**src/rtl/hdc_feature_packer_if.sv**
```systemverilog
// ============================================================================
// Module   : hdc_feature_packer_if
// Brief    : Sample-in / frame-out stream bundle for hdc_feature_packer.
// Revision : 1.0 - initial release
// ============================================================================
`default_nettype none

`ifndef TOTAL_NUM_CHANNEL
`define TOTAL_NUM_CHANNEL 4
`endif
`ifndef CHANNEL_WIDTH
`define CHANNEL_WIDTH 8
`endif

interface hdc_feature_packer_if #(
    parameter int NUM_CHANNEL   = `TOTAL_NUM_CHANNEL,
    parameter int CHANNEL_WIDTH = `CHANNEL_WIDTH
);
    logic [CHANNEL_WIDTH-1:0]             in_data;
    logic                                 in_valid;
    logic                                 in_ready;
    logic                                 in_last;
    logic [NUM_CHANNEL*CHANNEL_WIDTH-1:0] features_top;
    logic                                 fin_valid;
    logic                                 fin_ready;
    logic                                 frame_err;

    // Master is the environment around the packer: sample source and frame sink.
    modport master (
        output in_data, in_valid, in_last, fin_ready,
        input  in_ready, features_top, fin_valid, frame_err
    );

    modport slave (
        input  in_data, in_valid, in_last, fin_ready,
        output in_ready, features_top, fin_valid, frame_err
    );
endinterface

`default_nettype wire

```
**src/rtl/hdc_feature_packer.sv**
```systemverilog
// ============================================================================
// Module   : hdc_feature_packer
// Brief    : Packs serial channel samples into double-buffered full frames.
//            Optional macro HDC_PACKER_LAST_CHECK_EN enables in_last framing
//            checks with a FILL/RESYNC state machine and sticky frame_err.
// Revision : 1.0 - initial release
// ============================================================================
`default_nettype none

`ifndef TOTAL_NUM_CHANNEL
`define TOTAL_NUM_CHANNEL 4
`endif
`ifndef CHANNEL_WIDTH
`define CHANNEL_WIDTH 8
`endif

module hdc_feature_packer #(
    parameter int NUM_CHANNEL   = `TOTAL_NUM_CHANNEL,
    parameter int CHANNEL_WIDTH = `CHANNEL_WIDTH
) (
    input  wire logic            clk,
    input  wire logic            rst,
    hdc_feature_packer_if.slave  bus
);
    localparam int IDX_W = (NUM_CHANNEL > 1) ? $clog2(NUM_CHANNEL) : 1;
    localparam logic [IDX_W-1:0] LAST_IDX = IDX_W'(NUM_CHANNEL - 1);

    typedef logic [NUM_CHANNEL-1:0][CHANNEL_WIDTH-1:0] frame_t;

    frame_t           r_slot [2];
    logic             r_wr_ptr;
    logic             r_rd_ptr;
    logic [1:0]       r_full_cnt;
    logic [IDX_W-1:0] r_idx;

    logic w_accept;
    logic w_at_last;
    logic w_store;
    logic w_commit;
    logic w_idx_clear;
    logic w_drain;

    assign bus.in_ready     = !rst && (r_full_cnt != 2'd2);
    assign bus.fin_valid    = (r_full_cnt != 2'd0);
    assign bus.features_top = r_slot[r_rd_ptr];

    assign w_accept  = bus.in_valid && bus.in_ready;
    assign w_at_last = (r_idx == LAST_IDX);
    assign w_drain   = bus.fin_valid && bus.fin_ready;

`ifdef HDC_PACKER_LAST_CHECK_EN
    typedef enum logic [0:0] {
        FILL   = 1'b0,
        RESYNC = 1'b1
    } state_t;

    state_t r_state;
    logic   r_frame_err;

    // Missing-last also clears idx so RESYNC always restarts from channel 0.
    assign w_store     = w_accept && (r_state == FILL);
    assign w_commit    = w_store && w_at_last && bus.in_last;
    assign w_idx_clear = w_at_last || bus.in_last;
    assign bus.frame_err = r_frame_err;

    always_ff @(posedge clk) begin
        if (rst) begin
            r_state     <= FILL;
            r_frame_err <= 1'b0;
        end else if (w_store) begin
            if (bus.in_last && !w_at_last) begin
                r_frame_err <= 1'b1;
            end else if (!bus.in_last && w_at_last) begin
                r_frame_err <= 1'b1;
                r_state     <= RESYNC;
            end
        end else if (w_accept && bus.in_last) begin
            r_state <= FILL;
        end
    end
`else
    assign w_store       = w_accept;
    assign w_commit      = w_store && w_at_last;
    assign w_idx_clear   = w_at_last;
    assign bus.frame_err = 1'b0;
`endif

    // The slot under wr_ptr is never one that is being presented while full_cnt < 2.
    always_ff @(posedge clk) begin
        if (rst) begin
            r_slot[0]  <= '0;
            r_slot[1]  <= '0;
            r_wr_ptr   <= 1'b0;
            r_rd_ptr   <= 1'b0;
            r_full_cnt <= 2'd0;
            r_idx      <= '0;
        end else begin
            if (w_store) begin
                r_slot[r_wr_ptr][r_idx] <= bus.in_data;
                r_idx <= w_idx_clear ? '0 : r_idx + 1'b1;
            end
            if (w_commit) begin
                r_wr_ptr <= ~r_wr_ptr;
            end
            if (w_drain) begin
                r_rd_ptr <= ~r_rd_ptr;
            end
            case ({w_commit, w_drain})
                2'b10:   r_full_cnt <= r_full_cnt + 2'd1;
                2'b01:   r_full_cnt <= r_full_cnt - 2'd1;
                default: r_full_cnt <= r_full_cnt;
            endcase
        end
    end
endmodule

`default_nettype wire

```
**src/flat_wrapper.sv**
```systemverilog
// flat-port wrapper written by rule: the top's interface ports become plain ports
module hdc_feature_packer_flat 
#(
    parameter int NUM_CHANNEL   = `TOTAL_NUM_CHANNEL,
    parameter int CHANNEL_WIDTH = `CHANNEL_WIDTH
)
  (clk, rst, bus_in_data, bus_in_valid, bus_in_last, bus_fin_ready, bus_in_ready, bus_features_top, bus_fin_valid, bus_frame_err);
  hdc_feature_packer_if #(.NUM_CHANNEL(NUM_CHANNEL), .CHANNEL_WIDTH(CHANNEL_WIDTH)) bus_i ();
  input  wire logic clk;
  input  wire logic rst;
  input wire logic [$bits(bus_i.in_data)-1:0] bus_in_data;
  input wire logic [$bits(bus_i.in_valid)-1:0] bus_in_valid;
  input wire logic [$bits(bus_i.in_last)-1:0] bus_in_last;
  input wire logic [$bits(bus_i.fin_ready)-1:0] bus_fin_ready;
  output wire logic [$bits(bus_i.in_ready)-1:0] bus_in_ready;
  output wire logic [$bits(bus_i.features_top)-1:0] bus_features_top;
  output wire logic [$bits(bus_i.fin_valid)-1:0] bus_fin_valid;
  output wire logic [$bits(bus_i.frame_err)-1:0] bus_frame_err;
  assign bus_i.in_data = bus_in_data;
  assign bus_i.in_valid = bus_in_valid;
  assign bus_i.in_last = bus_in_last;
  assign bus_i.fin_ready = bus_fin_ready;
  assign bus_in_ready = bus_i.in_ready;
  assign bus_features_top = bus_i.features_top;
  assign bus_fin_valid = bus_i.fin_valid;
  assign bus_frame_err = bus_i.frame_err;
  hdc_feature_packer #(.NUM_CHANNEL(NUM_CHANNEL), .CHANNEL_WIDTH(CHANNEL_WIDTH)) u_core (.clk(clk), .rst(rst), .bus(bus_i));
endmodule
```
**config.mk**
```make
export PLATFORM = sky130hd
export DESIGN_NAME = hdc_feature_packer_flat
export DESIGN_NICKNAME = d
export VERILOG_FILES = /design/src/rtl/hdc_feature_packer_if.sv /design/src/rtl/hdc_feature_packer.sv /design/src/flat_wrapper.sv
export SDC_FILE = /design/constraint.sdc
export NUM_CORES = 1
export LEC_CHECK = 0
export ABC_AREA = 1
export CAP_MARGIN = 15
export CORE_AREA = 2 2 122 76
export CTS_CLUSTER_DIAMETER = 40
export DETAILED_ROUTE_END_ITERATION = 8
export DIE_AREA = 0 0 124 78
export PLACE_DENSITY = 0.68
export SKIP_LAST_GASP = 1
export SYNTH_ARGS = -nofsm -noshare
export SYNTH_HDL_FRONTEND = slang
export SYNTH_SLANG_ARGS = --single-unit
```
**constraint.sdc**
```tcl
create_clock -name clk -period 2.3 [get_ports clk]
set_input_delay 0.345 -clock clk [delete_from_list [all_inputs] [get_ports clk]]
set_output_delay 0.345 -clock clk [all_outputs]
set_load 0.02 [all_outputs]
```
# Word-level counts from Yosys, hierarchy flattened
# Memory sizes are Yosys's and may differ from the RTL's. A register that Yosys moved wholly into a read port is not among the register bits.
# Cells that the tools add are included.
classes:
  n_mux: 14
  order_cmp: 2
  eq_ne: 4
  n_bitwise: 2
  reduce_logical: 9
  add_sub_neg: 3
ops:
  columns: ["cell", "count"]
  rows:
  - ["2-to-1 mux 32 bit", 3]
  - ["OR reduction 32 bit", 1]
  - ["demux 8 bit (select 2 bit)", 1]
  - ["2-to-1 mux 8 bit", 1]
  - ["2-to-1 mux 1 bit", 7]
  - ["logical AND 1 bit", 5]
  - ["adder 2 x 1 -> 2 bit, second input constant", 2]
  - ["equality test 2 bit, second input constant", 2]
  - ["one-hot mux 2 bit (2 select lines)", 1]
  - ["nonzero test 2 bit", 2]
  - ["less-than comparator 2 x 3 -> 1 bit, second input constant", 1]
  - ["equality test 2 x 1 -> 1 bit, second input constant", 1]
  - ["greater-or-equal comparator 2 x 1 -> 1 bit, second input constant", 1]
  - ["2-to-1 mux 2 bit", 1]
  - ["inequality test 2 bit, second input constant", 1]
  - ["NOT 1 bit", 2]
  - ["subtractor 2 x 1 -> 2 bit, second input constant", 1]
  - ["logical NOT 1 bit", 1]
totals:
  register_bits: 6
  wordCells: 39
  inputBits: 13
  mem_bits_rw: 64
  n_memories: 1
  out_inout_bits: 35
mem_list:
  columns: ["memory", "depth", "width", "read_ports", "rd_clocked_by_memory_dff", "wr", "line", "rtl"]
  rows:
  - ["u_core.r_slot", 2, 32, 1, 1, 2, "hdc_feature_packer.sv:30", "frame_t r_slot [2];"]

# Longest topological paths before layout
logic_depth:
  word_depth: 8
  mapped_depth: 8
  depth_no_buf: 8

# Least setup slack after synthesis
# No wires, ideal clock.
synth_path:
  path_type: "register to register"
  startpoint: "register u_core.r_full_cnt[0]"
  endpoint: "memory u_core.r_slot[0][0] in the netlist's numbering (enable)"
  synth_period_minus_slack_ps: 1961
  path_buffers: 0
  path_slack_ps: 339
  t_arrival_ps: 1577
  required_ps: 1916
  setup_ps: 384
  path_stages_with_launch: 5
  cell_sequence: "dfxtp_1 inv_2 a21oi_4 nand3_4 o21ai_0"
synth_lines:
  columns: ["item", "line", "rtl"]
  rows:
  - ["start: declaration", "hdc_feature_packer.sv:33", "logic [1:0] r_full_cnt;"]
  - ["start signal: assignment", "hdc_feature_packer.sv:109", "2'b10: r_full_cnt <= r_full_cnt + 2'd1;"]
  - ["start signal: assignment", "hdc_feature_packer.sv:110", "2'b01: r_full_cnt <= r_full_cnt - 2'd1;"]
  - ["start signal: assignment", "hdc_feature_packer.sv:111", "default: r_full_cnt <= r_full_cnt;"]
  - ["end: declaration", "hdc_feature_packer.sv:30", null]

==> results by group <==
Setup path
  • Slowest stage delay, CP: between 0.5 and 0.6 ns
  • Worst Path Arrival: about 1.9 ns
  • Worst R2R End: u_core.r_slot[1][22]$_SDFFCE_PN0P_
  • Crit path kind: reg2out
  • Worst R2R Start: u_core.r_full_cnt[0]$_SDFFE_PP0P_
  • R2R cell count: 5
  • CP max stage cell: clkdlybuf4s50_1
  • Worst-path maximum fanout: 32
  • Crit path capture type: output pin
  • CP Cell Sequence: buf_12 -> mux2_2 -> clkdlybuf4s50_1
  • Startpoint Class: flip-flop
  • Worst EP required: between 1.5 and 2 ns
  • Reg-to-reg setup timing slack: about 0.57 ns

Timing
  • Post-route clock period utilization: a little over nine tenths
  • F_max: 0.456 GHz
  • Worst hold slack: between 0.4 and 0.5 ns
  • Relative slew slack: between 50% and 60%
  • Slew Viols, Final: 0
  • Post-route minimum period: between 2 and 2.5 ns
  • Fin worst setup slack: between 0.1 and 0.15 ns
  • Final hold vios: 0
  • Worst-margin pin slew: approximately 0.63 ns
  • Skew final: approximately 0.0027 ns
  • Total negative slack: 0 ns
  • RSZ-0062 raised after global routing: false
  • Final Setup Violations: 0

CTS
  • Total CTS buffers: 9
  • Clock Tree Root: clkbuf_16
  • H-Tree Depth: 3
  • Clk_lat worst skew: about 0.33 ns
  • Cts repair resizes: 0
  • # Post-CTS Setup Buffers: 0
  • CTS clk-pin slew, worst paths: 0.05 ns
  • Post-CTS Hold Buffers: 0
  • Clock sink count: 71
  • Clock Tree Buf Depth: 2
  • TritonCTS clock tree: built

Floorplanning
  • Rows: 26
  • Die ar.: around 9700 um^2
  • Initial core utilization: approximately two fifths
  • Die Y: 78 um
  • Die X: 124 um
  • Core area: 8460 um^2
  • Io pins: 48

Place
  • Port Buffers: 45
  • Area after DPL: 4010 um^2
  • DP Wirelength: around 4400 um
  • Worst slack, placed: 0.153 ns
  • Placer Congestion: 0.798

Finish
  • Area grow syn2layout: 28.7%
  • Final instance area: about 4300 um^2
  • FILL cells: 713
  • Layout cells sized above 1: between 30% and 40%
  • # diodes: 0
  • Final nets: 323

Job
  • Max-Cap Viols: 0

Global routing
  • GRT Util Overall: about 15%
  • First-pass GRT wire length: 10,700 um
  • Initial antenna violation count: 0
  • Vias in the first global route: a little over 2,000
  • Largest net degree at the start of global routing: 33
  • Remaining Overflow, GRT: 0

Power and ir drop
  • PD cells: 763 nW/um^2
  • Leakage: between 1.5 and 2 nW
  • Worst VDD drop: 0.393 mV

Drt
  • Routed wire per std cell: between 15 and 20 um
  • Post-route ant nets: 0
  • Via Count: 2,063
  • Via density: slightly below 5
  • Drc violations: 0
  • Final wirelength: ~6700 um
  • Initial DRC Count: roughly 130
  • Iteration count of the initial detailed-routing pass: 4

Yosys
  • Synth Instances: 245
  • Sequential element share of the synthesized area: between 60% and 70%
  • Synthesis Warnings: 0
  • Netlist cell types: 29
  • Number of synthesized register bits: between 70 and 80
  • Syn nets: ~260
  • Mapped Area: around 3400 um^2
  • Post-Syn Area per Cell: between 10 and 15 um^2

Run status
  • Status: completed

Min path
  • Min-delay src: u_core.r_rd_ptr$_SDFFE_PP0P_
  • Worst Hold Path Cells: 2
  • Hold Path Class: reg2reg
==> stage by stage <==
step | total power, mW | instances | utilization, %
2_1_floorplan | 1.73 | 245 | -
3_3_place_gp | 1.89 | 406 | 47.4
3_5_place_dp | 1.90 | 406 | 47.4
4_1_cts | 3.33 | 421 | 51.0
5_1_grt | 3.41 | 421 | 51.0
6_report | 3.29 | 421 | 51.0
==> state kept, by name (all words and copies together) (netlist names), named ones only <==
signal,count
u_core.r_full_cnt,2
u_core.r_idx,2
u_core.r_rd_ptr,1
u_core.r_slot,64
u_core.r_wr_ptr,1
==> power breakdown <==
part	internal, mW	total (mW)	switching, mW
registers	1.47	1.49	0.0184
logic	0.167	0.383	0.215
clock network	0.939	1.42	0.482
==> kinds of logic after synthesis <==
group / synth area share, %
AOI/OAI and AO/OA: 2.80
adders and majority gates: 1.87
buffers and inverters: 4.70
DFF: 61.5
muxes: 10.8
other: 0.112
and+or+nand+nor: 18.3
==> how the worst max path moves through the flow <==
| stage | start | to | slack [ns] |
|---|---|---|---|
| after global placement | rst | bus_in_ready | 0.18 |
| after floorplan | u_core.r_full_cnt[0]$_SDFFE_PP0P_ | u_core.r_slot[0][0]$_SDFFCE_PN0P_ | 0.34 |
| after global routing | flip-flop | bus_features_top[2] | 0.04 |
| after detailed placement | rst | u_core.r_slot[1][21]$_SDFFCE_PN0P_ | 0.15 |
| final | flip-flop | bus_features_top[2] | 0.11 |
| after CTS | flip-flop | bus_features_top[2] | 0.09 |
==> cell usage after synthesis <==
library cell	number	area [um^2]
dfxtp_1	7	140
edfxtp_1	64	1920
or2_2	2	12.5
clkbuf_1	5	18.8
o21bai_1	1	7.51
a31oi_1	1	6.26
nor3_4	3	48.8
inv_1	16	60.1
o21ai_0	9	45.0
inv_2	1	3.75
nor3_1	18	90.1
mux2_1	2	22.5
nor2_1	21	78.8
nand3_1	3	15.0
buf_2	6	30.0
o22ai_1	1	6.26
conb_1	1	3.75
buf_6	3	33.8
nand3_4	3	52.6
nor3_2	27	270
a21oi_4	1	16.3
o21a_1	1	7.51
buf_4	1	7.51
buf_1	1	3.75
ha_1	5	62.6
mux2_2	30	338
nand2_1	10	37.5
nand4_1	1	6.26
a21oi_1	1	5.00
==> cell type report <==
class	instances	area [um^2]	share of cell area (%)
Sequential cell	71	2060	47.8
Multi-Input combinational cell	141	1130	26.2
Timing Repair Buffer	65	613	14.2
Clock buffer	11	233	5.39
Tap cell	112	140	3.25
Clock inverter	4	71.3	1.65
Inverter	17	63.8	1.48
==> per-layer routing <==
metal  vias to the layer above  track usage (%)  part of all wire (%)
met5                         -                0                     0
met3                        12             5.81                   7.2
met1                       988             21.7                    48
li1                       1003                -                     -
met2                        60             21.1                    43
met4                         0             6.85                   2.0
==> cell usage in the layout (no fill, tap or decap), drive strengths merged, types with 9 or more instances in the layout <==
cell | netlist | final
o21ai | 9 | 9
edfxtp | 64 | 64
clkbuf | 5 | 11
nand2 | 10 | 10
clkdlybuf4s50 | 0 | 45
nor3 | 48 | 48
mux2 | 32 | 32
buf | 11 | 20
nor2 | 21 | 21
inv | 17 | 17
==> worst max-delay path: cells and delay by family (launching register included) <==
kind                   cells  cell delay [ns]
buffers and inverters      2             0.76
multiplexers               1             0.39
flip-flops                 1             0.35
Note: power is estimated with default switching activity, not from simulation.
